`src/rtl/alu_pkg.sv`:
```
// Shared encodings, FSM states and widths for the alu_mac_array datapath.
package alu_pkg;

    localparam int unsigned ALU_KIND_XNOR  = 0;
    localparam int unsigned ALU_KIND_MUL   = 1;
    localparam int unsigned BEAT_CNT_WIDTH = 16;

    typedef enum logic [1:0] {
        StAcc,
        StWait,
        StHold
    } state_e;

endpackage

```
`src/rtl/alu_mac_array_if.sv`:
```
// Beat-in / result-out handshake bundle of alu_mac_array.
// master = producer/consumer side, slave = the datapath.
interface alu_mac_array_if #(
    parameter int unsigned DATA_WIDTH = 8,
    parameter int unsigned LANE_NUM   = 4,
    parameter int unsigned ACC_WIDTH  = 32
);
    import alu_pkg::*;

    logic                           in_valid_i;
    logic                           in_ready_o;
    logic                           in_last_i;
    logic [LANE_NUM*DATA_WIDTH-1:0] a_i;
    logic [LANE_NUM*DATA_WIDTH-1:0] b_i;
    logic                           out_valid_o;
    logic                           out_ready_i;
    logic [ACC_WIDTH-1:0]           acc_o;
    logic [BEAT_CNT_WIDTH-1:0]      beats_o;

    modport master (
        output in_valid_i, in_last_i, a_i, b_i, out_ready_i,
        input  in_ready_o, out_valid_o, acc_o, beats_o
    );

    modport slave (
        input  in_valid_i, in_last_i, a_i, b_i, out_ready_i,
        output in_ready_o, out_valid_o, acc_o, beats_o
    );

endinterface

```
`src/rtl/alu_lane.sv`:
```
// One combinational lane: XNOR-popcount, signed multiply, or constant zero,
// selected at elaboration time by ALU_KIND.
module alu_lane
    import alu_pkg::*;
#(
    parameter int unsigned DATA_WIDTH = 8,
    parameter int unsigned ACC_WIDTH  = 32,
    parameter int unsigned ALU_KIND   = ALU_KIND_XNOR
) (
    input  logic [DATA_WIDTH-1:0] a,
    input  logic [DATA_WIDTH-1:0] b,
    output logic [ACC_WIDTH-1:0]  res
);

    if (ALU_KIND == ALU_KIND_XNOR) begin : g_xnor
        logic [DATA_WIDTH-1:0] match;
        assign match = ~(a ^ b);

        always_comb begin
            res = '0;
            for (int unsigned i = 0; i < DATA_WIDTH; i++) begin
                res = res + ACC_WIDTH'(match[i]);
            end
        end
    end else if (ALU_KIND == ALU_KIND_MUL) begin : g_mul
        logic signed [2*DATA_WIDTH-1:0] prod;
        assign prod = (2*DATA_WIDTH)'($signed(a)) * (2*DATA_WIDTH)'($signed(b));
        // prod is signed, so the size cast sign-extends
        assign res  = ACC_WIDTH'(prod);
    end else begin : g_zero
        logic unused_operands;
        assign unused_operands = ^{a, b};
        assign res = '0;
    end

endmodule

```
`src/rtl/alu_mac_array.sv`:
```
// Multi-lane MAC datapath: per-lane op, lane reduction, per-vector accumulation.
// Define ALU_ACC_SAT_EN to make every accumulator add saturate instead of wrap.
module alu_mac_array
    import alu_pkg::*;
#(
    parameter int unsigned DATA_WIDTH = 8,
    parameter int unsigned LANE_NUM   = 4,
    parameter int unsigned ACC_WIDTH  = 32,
    parameter int unsigned ALU_KIND   = ALU_KIND_XNOR
) (
    input logic            clk_i,
    input logic            rst_i,
    alu_mac_array_if.slave bus
);

    state_e state_q, state_d;
    logic   in_ready, out_valid, accept;

    logic [ACC_WIDTH-1:0]      lane_res  [LANE_NUM];
    logic [ACC_WIDTH-1:0]      s1_lane_q [LANE_NUM];
    logic                      s1_valid_q, s1_last_q;
    logic [ACC_WIDTH-1:0]      acc_q, res_q, sum;
    logic [BEAT_CNT_WIDTH-1:0] cnt_q, beats_q;

    assign accept          = bus.in_valid_i && in_ready;
    assign bus.in_ready_o  = in_ready;
    assign bus.out_valid_o = out_valid;
    assign bus.acc_o       = res_q;
    assign bus.beats_o     = beats_q;

    for (genvar k = 0; k < LANE_NUM; k++) begin : g_lane
        alu_lane #(
            .DATA_WIDTH(DATA_WIDTH),
            .ACC_WIDTH (ACC_WIDTH),
            .ALU_KIND  (ALU_KIND)
        ) u_lane (
            .a  (bus.a_i[k*DATA_WIDTH +: DATA_WIDTH]),
            .b  (bus.b_i[k*DATA_WIDTH +: DATA_WIDTH]),
            .res(lane_res[k])
        );
    end

    always_ff @(posedge clk_i) begin
        if (rst_i) begin
            s1_valid_q <= 1'b0;
            s1_last_q  <= 1'b0;
        end else begin
            s1_valid_q <= accept;
            s1_last_q  <= accept && bus.in_last_i;
        end
    end

    always_ff @(posedge clk_i) begin
        if (accept) begin
            s1_lane_q <= lane_res;
        end
    end

`ifdef ALU_ACC_SAT_EN
    // Wide enough that acc plus a full beat never overflows before clamping
    localparam int unsigned SUM_WIDTH = ACC_WIDTH + $clog2(LANE_NUM) + 2;
    localparam logic signed [SUM_WIDTH-1:0] SMAX =
        SUM_WIDTH'({1'b0, {(ACC_WIDTH-1){1'b1}}});
    localparam logic signed [SUM_WIDTH-1:0] SMIN = -SMAX - SUM_WIDTH'(1);
    localparam logic signed [SUM_WIDTH-1:0] UMAX = SUM_WIDTH'({ACC_WIDTH{1'b1}});

    logic signed [SUM_WIDTH-1:0] wide;

    always_comb begin
        wide = '0;
        sum  = '0;
        if (ALU_KIND == ALU_KIND_MUL) begin
            wide = SUM_WIDTH'($signed(acc_q));
            for (int unsigned k = 0; k < LANE_NUM; k++) begin
                wide = wide + SUM_WIDTH'($signed(s1_lane_q[k]));
            end
            if (wide > SMAX) begin
                sum = ACC_WIDTH'(SMAX);
            end else if (wide < SMIN) begin
                sum = ACC_WIDTH'(SMIN);
            end else begin
                sum = ACC_WIDTH'(wide);
            end
        end else begin
            wide = SUM_WIDTH'(acc_q);
            for (int unsigned k = 0; k < LANE_NUM; k++) begin
                wide = wide + SUM_WIDTH'(s1_lane_q[k]);
            end
            sum = (wide > UMAX) ? {ACC_WIDTH{1'b1}} : ACC_WIDTH'(wide);
        end
    end
`else
    always_comb begin
        sum = acc_q;
        for (int unsigned k = 0; k < LANE_NUM; k++) begin
            sum = sum + s1_lane_q[k];
        end
    end
`endif

    always_ff @(posedge clk_i) begin
        if (rst_i) begin
            acc_q   <= '0;
            cnt_q   <= '0;
            res_q   <= '0;
            beats_q <= '0;
        end else if (s1_valid_q) begin
            if (s1_last_q) begin
                res_q   <= sum;
                beats_q <= cnt_q + BEAT_CNT_WIDTH'(1);
                acc_q   <= '0;
                cnt_q   <= '0;
            end else begin
                acc_q <= sum;
                cnt_q <= cnt_q + BEAT_CNT_WIDTH'(1);
            end
        end
    end

    always_ff @(posedge clk_i) begin
        if (rst_i) begin
            state_q <= StAcc;
        end else begin
            state_q <= state_d;
        end
    end

    // StWait covers the cycle the last beat spends in stage 2
    always_comb begin
        state_d   = state_q;
        in_ready  = 1'b0;
        out_valid = 1'b0;
        unique case (state_q)
            StAcc: begin
                in_ready = 1'b1;
                if (bus.in_valid_i && bus.in_last_i) begin
                    state_d = StWait;
                end
            end
            StWait: state_d = StHold;
            StHold: begin
                out_valid = 1'b1;
                if (bus.out_ready_i) begin
                    state_d = StAcc;
                end
            end
            default: state_d = StAcc;
        endcase
    end

endmodule

```
`src/flat_wrapper.sv`:
```
// flat-port wrapper written by rule: the top's interface ports become plain ports
module alu_mac_array_flat import alu_pkg::*;
#(
    parameter int unsigned DATA_WIDTH = 8,
    parameter int unsigned LANE_NUM   = 4,
    parameter int unsigned ACC_WIDTH  = 32,
    parameter int unsigned ALU_KIND   = ALU_KIND_XNOR
)
  (clk_i, rst_i, bus_in_valid_i, bus_in_last_i, bus_a_i, bus_b_i, bus_out_ready_i, bus_in_ready_o, bus_out_valid_o, bus_acc_o, bus_beats_o);
  alu_mac_array_if #(.DATA_WIDTH(DATA_WIDTH), .LANE_NUM(LANE_NUM), .ACC_WIDTH(ACC_WIDTH)) bus_i ();
  input logic clk_i;
  input logic rst_i;
  input wire logic [$bits(bus_i.in_valid_i)-1:0] bus_in_valid_i;
  input wire logic [$bits(bus_i.in_last_i)-1:0] bus_in_last_i;
  input wire logic [$bits(bus_i.a_i)-1:0] bus_a_i;
  input wire logic [$bits(bus_i.b_i)-1:0] bus_b_i;
  input wire logic [$bits(bus_i.out_ready_i)-1:0] bus_out_ready_i;
  output wire logic [$bits(bus_i.in_ready_o)-1:0] bus_in_ready_o;
  output wire logic [$bits(bus_i.out_valid_o)-1:0] bus_out_valid_o;
  output wire logic [$bits(bus_i.acc_o)-1:0] bus_acc_o;
  output wire logic [$bits(bus_i.beats_o)-1:0] bus_beats_o;
  assign bus_i.in_valid_i = bus_in_valid_i;
  assign bus_i.in_last_i = bus_in_last_i;
  assign bus_i.a_i = bus_a_i;
  assign bus_i.b_i = bus_b_i;
  assign bus_i.out_ready_i = bus_out_ready_i;
  assign bus_in_ready_o = bus_i.in_ready_o;
  assign bus_out_valid_o = bus_i.out_valid_o;
  assign bus_acc_o = bus_i.acc_o;
  assign bus_beats_o = bus_i.beats_o;
  alu_mac_array #(.DATA_WIDTH(DATA_WIDTH), .LANE_NUM(LANE_NUM), .ACC_WIDTH(ACC_WIDTH), .ALU_KIND(ALU_KIND)) u_core (.clk_i(clk_i), .rst_i(rst_i), .bus(bus_i));
endmodule
```
`config.mk`:
```
export PLATFORM = sky130hd
export DESIGN_NAME = alu_mac_array_flat
export DESIGN_NICKNAME = d
export VERILOG_FILES = /design/src/rtl/alu_pkg.sv /design/src/rtl/alu_mac_array_if.sv /design/src/rtl/alu_lane.sv /design/src/rtl/alu_mac_array.sv /design/src/flat_wrapper.sv
export SDC_FILE = /design/constraint.sdc
export NUM_CORES = 1
export LEC_CHECK = 0
export ABC_AREA = 1
export BUFFER_PORTS_ARGS = -buffer_cell sky130_fd_sc_hd__buf_2
export CAP_MARGIN = 15
export CORE_MARGIN = 2
export CORE_UTILIZATION = 40
export DETAILED_ROUTE_END_ITERATION = 10
export HOLD_SLACK_MARGIN = 0.12
export PLACE_DENSITY_LB_ADDON = 0.25
export SYNTH_ARGS = -nofsm -noshare
export SYNTH_HDL_FRONTEND = slang
export SYNTH_SLANG_ARGS = --single-unit
```
`constraint.sdc`:
```
create_clock -name clk_i -period 4.6 [get_ports clk_i]
set_clock_uncertainty 0.2 [all_clocks]
set_input_delay 0.46 -clock clk_i [delete_from_list [all_inputs] [get_ports clk_i]]
set_output_delay 0.46 -clock clk_i [all_outputs]
set_load 0.02 [all_outputs]
```
==> results.py, run 1 <==
metrics = {
    "grt": {
        "antenna_found_initial": 0,
        "use_met1_pct": 23.5,
        "grt_max_degree": 48,
        "grt_busiest_layer": "met2",
        "met2_usage_pct": 30.3,
        "grt_overflow": 0,
        "grt_usage_pct": 18.4,
        "grt_pass1_vias": 5715,
        "use_met3_pct": 3.82,
        "grt_pass1_wl_mm": 26.6,
    },
    "synth": {
        "synth_cell_types": 35,
        "synth_cells": 922,
        "netlist_area_um2": 6810,
        "synth_fp_nets": 1042,
        "ys_seq_area_share_pct": 36.5,
        "ys_top_cells_by_area": "dfxtp_1 29%, nand2_1 12%, fa_1 7.9%",
        "ys_warn_count": 0,
        "synth_top_area_share_pct": 29.4,
        "yosys.area.top_type": "dfxtp_1",
        "synth-seq-cells": 116,
        "postSynthAreaPerCell_um2": 7.38,
    },
    "timing": {
        "fmax_ghz": 0.265,
        "report.final.setup_viol": 0,
        "rsz0062_at_grt": "no",
        "hold_viol_final": 0,
        "min_period_over_period_pct": 82.0,
        "slew_violations": 0,
        "finalCriticalPeriod_ns": 3.77,
        "worst_pin_slew_ns": 0.886,
        "maxSlewHeadroom_pct": 40.8,
        "fin_setup_tns_ns": 0,
    },
    "die": {
        "die_h_um": 134,
        "io_pins": 119,
        "die-area_um2": 18100,
        "die-width_um": 134,
        "fp-row-count": 47,
        "initial_core_util_pct": 41.0,
        "core_um2": 16600,
    },
    "placement": {
        "dp_hpwl_mm": 11.3,
        "dpl-instance-area_um2": 7600,
        "post-place-cells": 1237,
        "gp_congestion": 0.900,
        "io_buffers": 118,
    },
    "clocking": {
        "clock-sinks": 116,
        "cts_tree": "done",
        "postCtsHoldBufs": 3,
        "clk_latency_ns": 0.42,
        "numCtsBuffers": 17,
        "clockBufferDepth": 2,
        "htree_levels": 4,
        "cts_resized": 0,
        "root_buffer": "clkbuf_16",
        "clkSlewWorstSetupHoldPaths_ns": 0.06,
        "post_cts_buffers": 0,
    },
    "setup_path": {
        "worstSetupPathDepth": 17,
        "worstSetupStartpointType": "register",
        "crit_buf_inv": 4,
        "end_kind": "register",
        "r2r_cells": 17,
        "crit_arrival_ns": 3.88,
        "endpoint": "u_core.bus.acc_o[19]$_SDFFE_PP0P_",
        "reg2reg_setup_slack_ns": 0.83,
        "crit_chain": "inv_1, fa_1, fa_1, fa_1, inv_1, ha_1, fa_1, nand2_1, nand2_1, nand3b_1, nand2_2, nand2_1, inv_1, nand3_1, nand2_1, o21ai_0, inv_1",
        "critPathSlowestCell": "fa_1",
        "cp.required_ns": 4.71,
        "worstSetupPathType": "reg2reg",
        "r2r-end": "u_core.bus.acc_o[19]$_SDFFE_PP0P_",
        "rr_startpoint": "u_core.acc_q[1]$_SDFFE_PP0P_",
        "cpPeakStageDelay_ns": 0.56,
        "startpoint": "u_core.acc_q[1]$_SDFFE_PP0P_",
        "critPathMaxFanout": 9,
        "cp_top_family": "adder cells",
    },
    "final_layout": {
        "final_cell_count_no_fill": 1272,
        "syn2layout_area_growth_pct": 20.7,
        "nets": 1159,
        "design_area_um2": 8220,
        "antenna_cells": 0,
        "drive_above_1_share_pct": 17.7,
        "n_fill_cell": 1672,
    },
    "detailed_routing": {
        "wirelength_mm": 15.2,
        "first_iter_violations": 388,
        "wl_per_cell_um": 12.0,
        "via_per_inst": 4.61,
        "ant_nets": 0,
        "remaining_drc_errors": 0,
        "first_pass_iters": 5,
        "num_vias": 5865,
    },
    "min_path": {
        "holdCritPathClass": "in2reg",
    },
    "outcome": {
        "outcome": "finished, final reports clean",
    },
    "power": {
        "ir_drop_v": 0.000256,
        "p_per_area_nw_per_um2": 491,
        "power_uw": 4040,
        "p_leak_uw": 0.00395,
    },
    "run": {
        "drv_cap": 0,
    },
}
==> cells in the final DEF (no fill, tap or decap), types with 3 or more instances in the layout <==
master and count:
xor2_1 31, edfxtp_1 16, buf_4 7, dlygate4sd3_1 3, nand2_2 6, nand2_1 224
buf_2 118, clkbuf_16 17, inv_2 4, or2_2 3, nand4_1 8, fa_1 27
nand3b_1 9, o21ai_0 45, clkinv_4 6, nand3_1 42, xnor2_1 24, nor2_1 105
ha_1 24, dfxtp_1 100, a21oi_1 57, nor3_1 4, nor2_2 8, inv_1 138
==> stage by stage <==
stage | setup slack, ns | util, % | hold slack [ns]
CTS | 0.803 | 49.6 | 0.235
floorplan | 1.03 | - | 0.245
global route | 0.575 | 49.6 | 0.272
global placement | 0.874 | 45.9 | 0.257
finish | 0.829 | 49.6 | 0.248
detailed placement | 0.830 | 45.9 | 0.266
==> cell usage after synthesis <==
cell type,instances
or2_2,3
nor2_2,7
xnor2_1,24
a31o_2,1
fa_1,27
nor3_2,2
a21oi_1,57
nand2_1,224
o21ai_4,1
nand3b_1,9
or2_1,1
o21ai_0,45
o21bai_2,1
clkbuf_1,21
xor2_1,31
and2_1,1
nand4_1,8
nor2_1,106
inv_1,140
o22ai_1,1
buf_2,9
nand2_2,6
nand3_1,42
nand3_2,2
inv_2,3
nor2_4,1
nor4_1,1
ha_1,24
dfxtp_1,100
nor3_1,4
a21o_1,1
a211oi_1,1
edfxtp_1,16
o211ai_1,1
a21oi_2,1
==> worst min path at each step <==
| stage | slack (ns) | end | from | cells past startpoint |
|---|---|---|---|---|
| 2_1_floorplan | 0.25 | u_core.acc_q[1]$_SDFFE_PP0P_ | u_core.acc_q[1]$_SDFFE_PP0P_ | 2 |
| 3_3_place_gp | 0.26 | u_core.acc_q[2]$_SDFFE_PP0P_ | u_core.acc_q[2]$_SDFFE_PP0P_ | 2 |
| 3_5_place_dp | 0.27 | u_core.acc_q[5]$_SDFFE_PP0P_ | u_core.acc_q[5]$_SDFFE_PP0P_ | 2 |
| 4_1_cts | 0.23 | u_core.s1_lane_q[64]$_DFFE_PP_ | bus_a_i[10] | 3 |
| 5_1_grt | 0.27 | u_core.s1_lane_q[96]$_DFFE_PP_ | bus_a_i[2] | 3 |
| 6_report | 0.25 | u_core.s1_lane_q[64]$_DFFE_PP_ | bus_a_i[10] | 3 |
==> metal layers <==
layer,up-vias,wire [um]
met2,140,7020
met1,2611,7190
met4,0,261
met5,-,0
met3,19,765
li1,3095,-
==> power breakdown <==
part	internal [uW]	switching, uW	total [uW]
sequential	1140	34.7	1180
combinational	628	939	1570
clock	801	492	1290
==> cell type report <==
cell class                      instances  area (um2)  area share [%]
Clock buffer                           18         429            5.22
Clock inverter                         14         155            1.89
Inverter                              143         537            6.53
Multi-Input combinational cell        633        3670            44.6
Sequential cell                       116        2480            30.2
Tap cell                              220         275            3.35
Timing Repair Buffer                  128         673            8.19
==> flip-flops by register name (all words and copies together), names as in the netlist <==
name and count:
u_core.s1_valid_q 1, u_core.s1_last_q 1, u_core.state_q 2, u_core.bus.acc_o 32, u_core.bus.beats_o 16, u_core.acc_q 32
u_core.cnt_q 16, u_core.s1_lane_q 16
==> cells by family (layout without fill, tap and decap cells) <==
family | after synthesis | after routing | share of synthesized area [%]
AO/OA/AOI/OAI | 110 | 110 | 8.58
AND/OR/NAND/NOR | 417 | 417 | 25.8
buffers and inverters | 173 | 303 | 9.71
flip-flops | 116 | 116 | 36.5
XOR/XNOR | 55 | 55 | 7.08
adder cells (fa/ha/maj) | 51 | 51 | 12.4
==> tightest hold or removal path, delay by kind of cell <==
kind | cells | cell delay (ns)
adder cells (fa/ha/maj) | 1 | 0.11
buffers and inverters | 1 | 0.08
XOR/XNOR | 1 | 0.11
Note: power is estimated with default switching activity, not from simulation.
==> inputs of run 2 (changes only) <==
Clock period 4.6 ns to 3.7 ns, I/O delays scaled along.
==> run 2 against run 1 <==
Sequential cell count is the same. Cell count grew 0.16%. Sequential share of layout area shrank 0.88 points. Via count grew 0.92%. Die area is the same. Combinational power grew 43%. Maximum frequency grew 3.2%. Critical endpoint is now u_core.acc_q[31]$_SDFFE_PP0P_.
==> results.py, run 2 (synthesized netlist as in run 1, its figures left out) <==
metrics = {
    "power": {
        "power_uw": 5480,
        "p_leak_uw": 0.00401,
        "power_switching_uw": 1910,
        "p_sw_share_pct": 34.9,
        "p_comb_share_pct": 41.0,
        "ir_drop_v": 0.000473,
        "p_int_uw": 3570,
        "sequentialPowerShare_pct": 26.8,
        "p_per_area_nw_per_um2": 647,
        "clockPowerShare_pct": 32.3,
    },
    "timing": {
        "slew_violations": 0,
        "rsz0062_at_grt": "yes",
        "report.final.setup_viol": 0,
        "hold_viol_final": 0,
        "fmax_ghz": 0.274,
        "holdWs_ns": 0.163,
        "fin_setup_tns_ns": 0,
        "fin_ws_ns": 0.0467,
        "maxSlewHeadroom_pct": 40.1,
        "min_period_over_period_pct": 98.7,
        "finalCriticalPeriod_ns": 3.65,
        "worst_pin_slew_ns": 0.899,
    },
    "detailed_routing": {
        "ant_nets": 0,
        "num_vias": 5919,
        "wirelength_mm": 15.4,
        "first_iter_violations": 322,
        "via_per_inst": 4.65,
        "wl_per_cell_um": 12.1,
        "remaining_drc_errors": 0,
        "first_pass_iters": 6,
    },
    "final_layout": {
        "final_cell_mix": "205 x nand2_1, 132 x inv_1, 118 x buf_2",
        "antenna_cells": 0,
        "final_common_cell": "nand2_1",
        "n_fill_cell": 1634,
        "syn2layout_area_growth_pct": 24.5,
        "final_cell_count_no_fill": 1274,
        "nets": 1161,
        "drive_above_1_share_pct": 21.9,
    },
    "clocking": {
        "clk_latency_ns": 0.42,
        "numCtsBuffers": 17,
        "clkSlewWorstSetupHoldPaths_ns": 0.06,
        "htree_levels": 4,
        "cts_tree": "done",
        "root_buffer": "clkbuf_16",
        "clockBufferDepth": 2,
        "clock-sinks": 116,
    },
    "die": {
        "die_h_um": 134,
        "io_pins": 119,
        "fp-row-count": 47,
        "die-area_um2": 18100,
        "die-width_um": 134,
        "core_um2": 16600,
        "initial_core_util_pct": 41.0,
    },
    "setup_path": {
        "crit_arrival_ns": 3.79,
        "end_kind": "register",
        "r2r_cells": 18,
        "cp.required_ns": 3.83,
        "r2r-end": "u_core.acc_q[31]$_SDFFE_PP0P_",
        "worstSetupStartpointType": "register",
        "rr_startpoint": "u_core.s1_lane_q[34]$_DFFE_PP_",
        "critPathMaxFanout": 7,
        "reg2reg_setup_slack_ns": 0.05,
        "worstSetupPathType": "reg2reg",
    },
    "grt": {
        "grt_pass1_wl_mm": 25.9,
        "grt_pass1_vias": 5472,
        "antenna_found_initial": 0,
        "grt_usage_pct": 18.0,
        "grt_overflow": 0,
        "grt_max_degree": 81,
    },
    "placement": {
        "dpl_worst_slack_ns": -0.0806,
        "gp_congestion": 0.846,
        "post-place-cells": 1237,
        "io_buffers": 118,
        "dp_hpwl_mm": 11.0,
    },
    "min_path": {
        "hp-start": "bus_a_i[10]",
        "holdCritPathClass": "in2reg",
        "hold_depth": 3,
        "hold-path-endpoint": "u_core.s1_lane_q[64]$_DFFE_PP_",
    },
    "run": {
        "drv_cap": 0,
    },
    "outcome": {
        "outcome": "finished, final reports clean",
    },
}
==> run 2: cell count changes in the layout (fill, tap and decap cells not counted), sizes merged <==
cell | previous run | this run
inv | 144 | 142
clkinv | 9 | 5
buf | 125 | 127
bufinv | 2 | 5
clkinvlp | 2 | 5
==> run 2: power groups by stage <==
stage | Combinational, uW | Sequential [uW] | Clock [uW]
floorplan | 1510 | 1490 | 0
global placement | 1950 | 1490 | 0
detailed placement | 1990 | 1490 | 0
CTS | 2020 | 1470 | 1800
global route | 2610 | 1480 | 1860
finish | 2240 | 1470 | 1770
==> run 2: area by class of cell <==
type | instances | area, um2 | area share, %
multi-input combinational | 633 | 3830 | 45.2
tap | 220 | 275 | 3.25
clock buffer | 18 | 429 | 5.06
sequential | 116 | 2480 | 29.3
inverter | 143 | 539 | 6.36
timing repair buffer | 130 | 704 | 8.31
clock inverter | 14 | 210 | 2.48
==> run 2: routing by layer <==
layer  GRT usage (%)  share of wire (%)  vias to the layer above
met2            29.4                 48                      147
met1            23.4                 47                     2659
met3            4.61                4.6                       11
met4            5.67                1.1                        0
li1                -                  -                     3102
met5               0                  0                        -
==> run 2: stage by stage <==
stage	util (%)	instance area, um2
after CTS	50.0	8300
after global placement	45.9	7620
after floorplan	-	6810
after global routing	51.1	8470
after detailed placement	45.9	7620
final	51.1	8470
==> run 2: repair_timing <==
| item | CTS | global route |
|---|---|---|
| resized for setup | 3 | 57 |
| setup buffers | 0 | 2 |
| endpoints found under the setup margin | 9 | 52 |
| hold buffers | 3 | 0 |
| endpoints found under the hold margin | 4 | 0 |
| pin swaps | 2 | 23 |
==> run 2: worst max-delay path, stage by stage (launching register included) <==
cell and delay, ns:
edfxtp_1 0.34, inv_2 0.04, fa_1 0.54, inv_2 0.04
fa_1 0.49, inv_2 0.04, fa_1 0.54, inv_2 0.05
fa_2 0.40, nand2_2 0.08, nand2_2 0.07, nand3b_1 0.13
nand2_4 0.11, buf_6 0.15, nand3_1 0.05, nand2_1 0.06
nand2_2 0.06, nand2_1 0.05, a21oi_1 0.12
==> run 2: worst max-delay path by stage <==
stage | startpoint | endpoint | depth (start not counted)
after CTS | u_core.acc_q[1]$_SDFFE_PP0P_ | u_core.acc_q[27]$_SDFFE_PP0P_ | 17
after floorplan | u_core.acc_q[1]$_SDFFE_PP0P_ | u_core.bus.acc_o[19]$_SDFFE_PP0P_ | 17
final | u_core.s1_lane_q[34]$_DFFE_PP_ | u_core.acc_q[31]$_SDFFE_PP0P_ | 18
after detailed placement | u_core.acc_q[1]$_SDFFE_PP0P_ | u_core.bus.acc_o[19]$_SDFFE_PP0P_ | 17
after global routing | u_core.s1_lane_q[34]$_DFFE_PP_ | u_core.acc_q[27]$_SDFFE_PP0P_ | 18
after global placement | u_core.acc_q[1]$_SDFFE_PP0P_ | u_core.bus.acc_o[19]$_SDFFE_PP0P_ | 17
